===== config.mk =====
export PLATFORM = sky130hd
export DESIGN_NAME = soc_rom_mp_ctrl
export DESIGN_NICKNAME = d
export VERILOG_FILES = /design/src/rtl/soc_rom_pkg.sv /design/src/rtl/soc_rom_rr_arb.sv /design/src/rtl/soc_rom_mp_ctrl.sv
export SDC_FILE = /design/constraint.sdc
export NUM_CORES = 1
export LEC_CHECK = 0
export CAP_MARGIN = 0
export CELL_PAD_IN_SITES_DETAIL_PLACEMENT = 1
export CELL_PAD_IN_SITES_GLOBAL_PLACEMENT = 2
export CORE_ASPECT_RATIO = 1.2
export CORE_MARGIN = 3
export CORE_UTILIZATION = 13
export DETAILED_ROUTE_END_ITERATION = 6
export PLACE_DENSITY = 0.85
export SYNTH_ARGS = -nofsm -noshare
export SYNTH_HDL_FRONTEND = slang
export SYNTH_SLANG_ARGS = --single-unit

===== constraint.sdc =====
create_clock -name clk_i -period 1.4 [get_ports clk_i]
set_input_delay 0.21 -clock clk_i [delete_from_list [all_inputs] [get_ports clk_i]]
set_output_delay 0.21 -clock clk_i [all_outputs]
set_load 0.01 [all_outputs]

===== src/rtl/soc_rom_pkg.sv =====
// Shared types and constants for the multi-port boot-ROM read controller.
// The optional ROM lock is built in only when SOC_ROM_LOCK_EN is defined.
package soc_rom_pkg;

  localparam int unsigned MAX_PORTS  = 8;
  localparam int unsigned MAX_DATA_W = 256;

  function automatic int unsigned port_id_w(input int unsigned n);
    return (n > 1) ? 32'($clog2(n)) : 32'd1;
  endfunction

  localparam int unsigned PORT_ID_W = port_id_w(MAX_PORTS);

  localparam logic [MAX_DATA_W-1:0] ROM_ERR_DATA = '0;

  typedef struct packed {
    logic                 valid;
    logic [PORT_ID_W-1:0] port_id;
    logic                 err;
  } rom_pipe_entry_t;

endpackage


===== src/rtl/soc_rom_rr_arb.sv =====
// Round-robin arbiter: one-hot grant starting at the pointer, pointer moves past the winner.
module soc_rom_rr_arb
  import soc_rom_pkg::*;
#(
  parameter  int unsigned NUM_PORTS = 2,
  localparam int unsigned ID_W      = port_id_w(NUM_PORTS)
) (
  input  logic                 i_clk,
  input  logic                 i_rst_n,
  input  logic [NUM_PORTS-1:0] i_req,
  output logic [NUM_PORTS-1:0] o_gnt_c,
  output logic [ID_W-1:0]      o_win_c
);

  logic [ID_W-1:0] r_ptr;
  logic [ID_W-1:0] w_ptr_nxt;
  logic            w_found;
  int unsigned     w_idx;

  always_ff @(posedge i_clk) begin
    if (!i_rst_n) r_ptr <= '0;
    else          r_ptr <= w_ptr_nxt;
  end

  // Visit ports in order ptr, ptr+1, ... and take the first requester.
  always_comb begin
    o_gnt_c   = '0;
    o_win_c   = '0;
    w_ptr_nxt = r_ptr;
    w_found   = 1'b0;
    w_idx     = 0;
    for (int unsigned i = 0; i < NUM_PORTS; i++) begin
      w_idx = 32'(r_ptr) + i;
      if (w_idx >= NUM_PORTS) w_idx = w_idx - NUM_PORTS;
      for (int unsigned p = 0; p < NUM_PORTS; p++) begin
        if (!w_found && i_req[p] && (p == w_idx)) begin
          w_found    = 1'b1;
          o_gnt_c[p] = 1'b1;
          o_win_c    = ID_W'(p);
          w_ptr_nxt  = (p + 1 == NUM_PORTS) ? '0 : ID_W'(p + 1);
        end
      end
    end
  end

endmodule


===== src/rtl/soc_rom_mp_ctrl.sv =====
// Multi-port pipelined boot-ROM read controller with round-robin arbitration.
// Optional sticky ROM lock enabled by defining SOC_ROM_LOCK_EN.
module soc_rom_mp_ctrl
  import soc_rom_pkg::*;
#(
  parameter  int unsigned NUM_PORTS      = 2,
  parameter  int unsigned ROM_ADDR_WIDTH = 13,
  parameter  int unsigned DATA_WIDTH     = 40,
  parameter  int unsigned READ_LAT       = 2,
  parameter  logic [31:0] BASE_ADDR      = 32'h1A00_0000,
  localparam int unsigned ID_W           = port_id_w(NUM_PORTS)
) (
  input  logic                            clk_i,
  input  logic                            rst_ni,
  input  logic [NUM_PORTS-1:0]            req_i,
  input  logic [NUM_PORTS*32-1:0]         add_i,
  output logic [NUM_PORTS-1:0]            gnt_o,
  output logic [NUM_PORTS-1:0]            r_valid_o,
  output logic [NUM_PORTS*DATA_WIDTH-1:0] r_rdata_o,
  output logic [NUM_PORTS-1:0]            r_err_o,
  output logic                            rom_cen_o,
  output logic [ROM_ADDR_WIDTH-3:0]       rom_a_o,
  input  logic [DATA_WIDTH-1:0]           rom_q_i,
  input  logic                            lock_i
);

  logic [NUM_PORTS-1:0]  w_req;
  logic [NUM_PORTS-1:0]  w_gnt;
  logic [ID_W-1:0]       w_win;
  logic                  w_any;
  logic [31:0]           w_add;
  logic [31:0]           w_off;
  logic                  w_in_range;
  logic                  w_locked;
  logic                  w_err;
  logic                  w_unused_off;
  logic [DATA_WIDTH-1:0] w_q;
  rom_pipe_entry_t       r_pipe [READ_LAT];
  rom_pipe_entry_t       w_last;

  // No grant can be issued while reset is asserted.
  assign w_req = req_i & {NUM_PORTS{rst_ni}};

  soc_rom_rr_arb #(
    .NUM_PORTS (NUM_PORTS)
  ) u_arb (
    .i_clk   (clk_i),
    .i_rst_n (rst_ni),
    .i_req   (w_req),
    .o_gnt_c (w_gnt),
    .o_win_c (w_win)
  );

  assign gnt_o = w_gnt;
  assign w_any = |w_gnt;

  always_comb begin
    w_add = '0;
    for (int unsigned p = 0; p < NUM_PORTS; p++) begin
      if (w_gnt[p]) w_add = add_i[32*p +: 32];
    end
  end

  assign w_off        = w_add - BASE_ADDR;
  assign w_in_range   = (w_off[31:ROM_ADDR_WIDTH] == '0);
  assign w_unused_off = ^w_off[1:0];

`ifdef SOC_ROM_LOCK_EN
  logic r_lock;

  always_ff @(posedge clk_i) begin
    if (!rst_ni)     r_lock <= 1'b0;
    else if (lock_i) r_lock <= 1'b1;
  end

  assign w_locked = r_lock;
`else
  logic w_unused_lock;

  assign w_unused_lock = lock_i;
  assign w_locked      = 1'b0;
`endif

  assign w_err     = !w_in_range || w_locked;
  assign rom_cen_o = !(w_any && !w_err);
  assign rom_a_o   = w_off[ROM_ADDR_WIDTH-1:2];

  // Response tags shift alongside the data so they emerge READ_LAT cycles after grant.
  always_ff @(posedge clk_i) begin
    if (!rst_ni) begin
      for (int unsigned k = 0; k < READ_LAT; k++) r_pipe[k] <= '0;
    end else begin
      r_pipe[0] <= '{valid: w_any, port_id: PORT_ID_W'(w_win), err: w_err};
      for (int unsigned k = 1; k < READ_LAT; k++) r_pipe[k] <= r_pipe[k-1];
    end
  end

  if (READ_LAT > 1) begin : g_dpipe
    logic [DATA_WIDTH-1:0] r_data [READ_LAT-1];

    always_ff @(posedge clk_i) begin
      if (!rst_ni) begin
        for (int unsigned k = 0; k < READ_LAT - 1; k++) r_data[k] <= '0;
      end else begin
        r_data[0] <= rom_q_i;
        for (int unsigned k = 1; k < READ_LAT - 1; k++) r_data[k] <= r_data[k-1];
      end
    end

    assign w_q = r_data[READ_LAT-2];
  end else begin : g_nodpipe
    assign w_q = rom_q_i;
  end

  assign w_last = r_pipe[READ_LAT-1];

  // Steer the head-of-pipe response to its port; everything else reads as zero.
  always_comb begin
    r_valid_o = '0;
    r_err_o   = '0;
    r_rdata_o = '0;
    for (int unsigned p = 0; p < NUM_PORTS; p++) begin
      if (rst_ni && w_last.valid && (w_last.port_id == PORT_ID_W'(p))) begin
        r_valid_o[p] = 1'b1;
        r_err_o[p]   = w_last.err;
        r_rdata_o[p*DATA_WIDTH +: DATA_WIDTH] =
          w_last.err ? DATA_WIDTH'(ROM_ERR_DATA) : w_q;
      end
    end
  end

endmodule


==> reports/results.ini <==
[status]
run_status=finished, violations left
violations=setup timing

[logic_synthesis]
syn_area_per_cell_um2=7.458
synthFlopType=dfxtp_1
yosys.area.top_type_share=0.4538
synthCells=278
async_reset_ff_frac=0
synth_cell_type_count=23
syn_area_um2=2073
seq_area_frac_synth=0.4538
synth_seq_cells=47
synth_nets=387
synth_enable_flop_cells=0
synth_area_leaders=dfxtp_1 45%, nor2_1 15%, and2_1 13%, nand2_1 7.8%, a22o_1 4.6%
yosys_warnings=0
yosysMostFrequentCell=nor2_1
synth_common_cells=84 x nor2_1, 47 x dfxtp_1, 44 x and2_1
yosysTopAreaCell=dfxtp_1

[clocking]
clk_pin_slew_ns=0.06
clock-sinks=47
clock_path_buffers=2
htree_levels=2
cts_made_buffers=5
cts-root-buf=clkbuf_16
clock_latency_ns=0.28
cts_tree=yes

[sta]
min_period_ns=1.672
slew_headroom=0.8171
worst_slew_pin_slew_ns=0.2743
whs_ns=0.4362
fmax_mhz=598.0
skew_ns=0.001033
layout_setup_ws_ns=-0.2723
slew_violations=0
final-setup-viol-count=99
rsz0062_at_grt=true
finalHoldViolations=0
post-route-period-util=1.195

[grt]
grt_max_degree=24
gr-total-overflow=0
track_usage=0.1164
antenna_found_initial=0
grt_pass1_vias=3036
grt_pass1_wl_um=16150

[worst_hold_path]
hold_class=reg -> reg
whs_path_depth=1

[flow_run]
max_cap_violations=0

[floorplanning]
die_area_um2=17510
die_w_um=121.3
start_util=0.1353
core-area_um2=15330
die_y_um=144.3
pin_count=207
rows=49

[drt]
drc=0
antenna_left=0
wl_per_cell_um=15.56
dr_total_vias=2794
first_pass_iters=2
via_per_inst=3.908
first_iter_violations=27
routed_wl_um=11120

[power_and_ir_drop]
p_total_mw=3.398
clkPwrFrac=0.343
power_leakage_nw=2.156
peakVddDrop_v=0.0004255
switching_share=0.2377
power_density_nw_per_um2=648.7
seq_power_share=0.422
p_int_mw=2.590
switchingPower_mw=0.8078
combPwrFrac=0.236

[placed_design]
finalWeightedCongestion=0.7465
portBuffers=201
hpwl_um=8286
dp_cells=689

[layout]
antenna_cells=0
drive_gt1_frac=0.4834
fin_cells=715
postLayoutCoreUtil=0.3417
nets=620
syn2layout_area_growth_pct=152.6

[critical_path]
cp.arrival_ns=1.46
worstRegToRegCells=10
worstSetupPathType=reg -> out
cp-end-kind=output port
startpoint_type=register
cp_max_fo=3
cp.required_ns=1.19

-- worst max-delay path, cell delays in order (launching register included) --
cell,delay [ns]
dfxtp_2,0.33
a21boi_2,0.16
buf_4,0.15
a31oi_1,0.10
a21oi_2,0.17
nand4_1,0.11
buf_2,0.15
-- worst paths after layout --
check / start / end / slack [ns]
setup reg to reg: u_arb.r_ptr / r_pipe[0][0] / -0.22
hold reg to reg: r_pipe[0][0] / r_pipe[0][5] / 0.44
hold / removal: r_pipe[0][0] / r_pipe[0][5] / 0.44
setup / recovery: u_arb.r_ptr / rom_cen_o / -0.27
-- flip-flops by register name (all words and copies together) (netlist names) --
register        cells
g_dpipe.r_data     40
r_pipe              6
u_arb.r_ptr         1
-- kinds of logic (layout without fill, tap and decap cells) --
kind of cell / after synthesis / count (layout) / share of synthesized area
buf+inv: 25 / 258 / 0.05431
compound gates: 17 / 17 / 0.07363
simple gates: 189 / 189 / 0.4182
flops: 47 / 47 / 0.4538
-- cell type report --
cell class	count	area, µm²
multi-input cells	206	1479
repair buffers	247	2399
clock buffers	6	138.9
flip-flops and latches	47	944.7
clock inverters	1	5.005
fillers	1807	10090
well taps	204	255.2
inverters	4	16.27
-- per-stage QoR --
stage / setup WS [ns] / cell area (µm²) / setup TNS, ns
floorplan: 0.05643 / 2073 / 0
global placement: -0.8612 / 4526 / -71.07
detailed placement: -0.9346 / 4526 / -74.70
CTS: -0.2686 / 4608 / -17.79
global route: -0.3769 / 5238 / -24.69
finish: -0.2723 / 5238 / -16.80
-- layout by cell type (no fill, tap or decap), types with 2 or more instances in the layout --
cell type / instances
nand4_1: 4
and2_1: 43
dlygate4sd2_1: 3
nor2_1: 11
nand2_2: 2
dfxtp_1: 44
dfxtp_2: 3
clkinv_2: 2
buf_16: 2
nand2_1: 41
a22o_1: 11
buf_12: 9
nor4_1: 3
buf_2: 53
nor2_2: 32
clkbuf_16: 8
buf_8: 3
buf_6: 52
inv_2: 2
nor2_4: 41
buf_4: 22
nor4_2: 5
clkdlybuf4s50_1: 100
-- power by group through the flow --
stage / Clock (mW) / Combinational, mW / Sequential [mW]
3_5_place_dp: 0 / 0.703 / 1.46
6_report: 1.16 / 0.800 / 1.43
4_1_cts: 1.24 / 0.715 / 1.43
2_1_floorplan: 0 / 0.214 / 1.45
5_1_grt: 1.30 / 0.865 / 1.44
3_3_place_gp: 0 / 0.686 / 1.46
-- metal layers --
metal / routed length, µm / vias to the layer above / GRT usage
met1: 3801 / 1323 / 0.1220
met3: 578 / 15 / 0.02230
met2: 6517 / 107 / 0.2288
met4: 228 / 0 / 0.04071
met5: 0 / - / 0
li1: - / 1349 / -
-- timing repair --
item,4_1_cts,5_1_grt
hold buffers,0,0
resized for setup,466,128
setup endpoints to repair,99,99
pin swaps,25,44
cloned,4,4
setup buffers,8,4
Note: power is estimated with default switching activity, not from simulation.
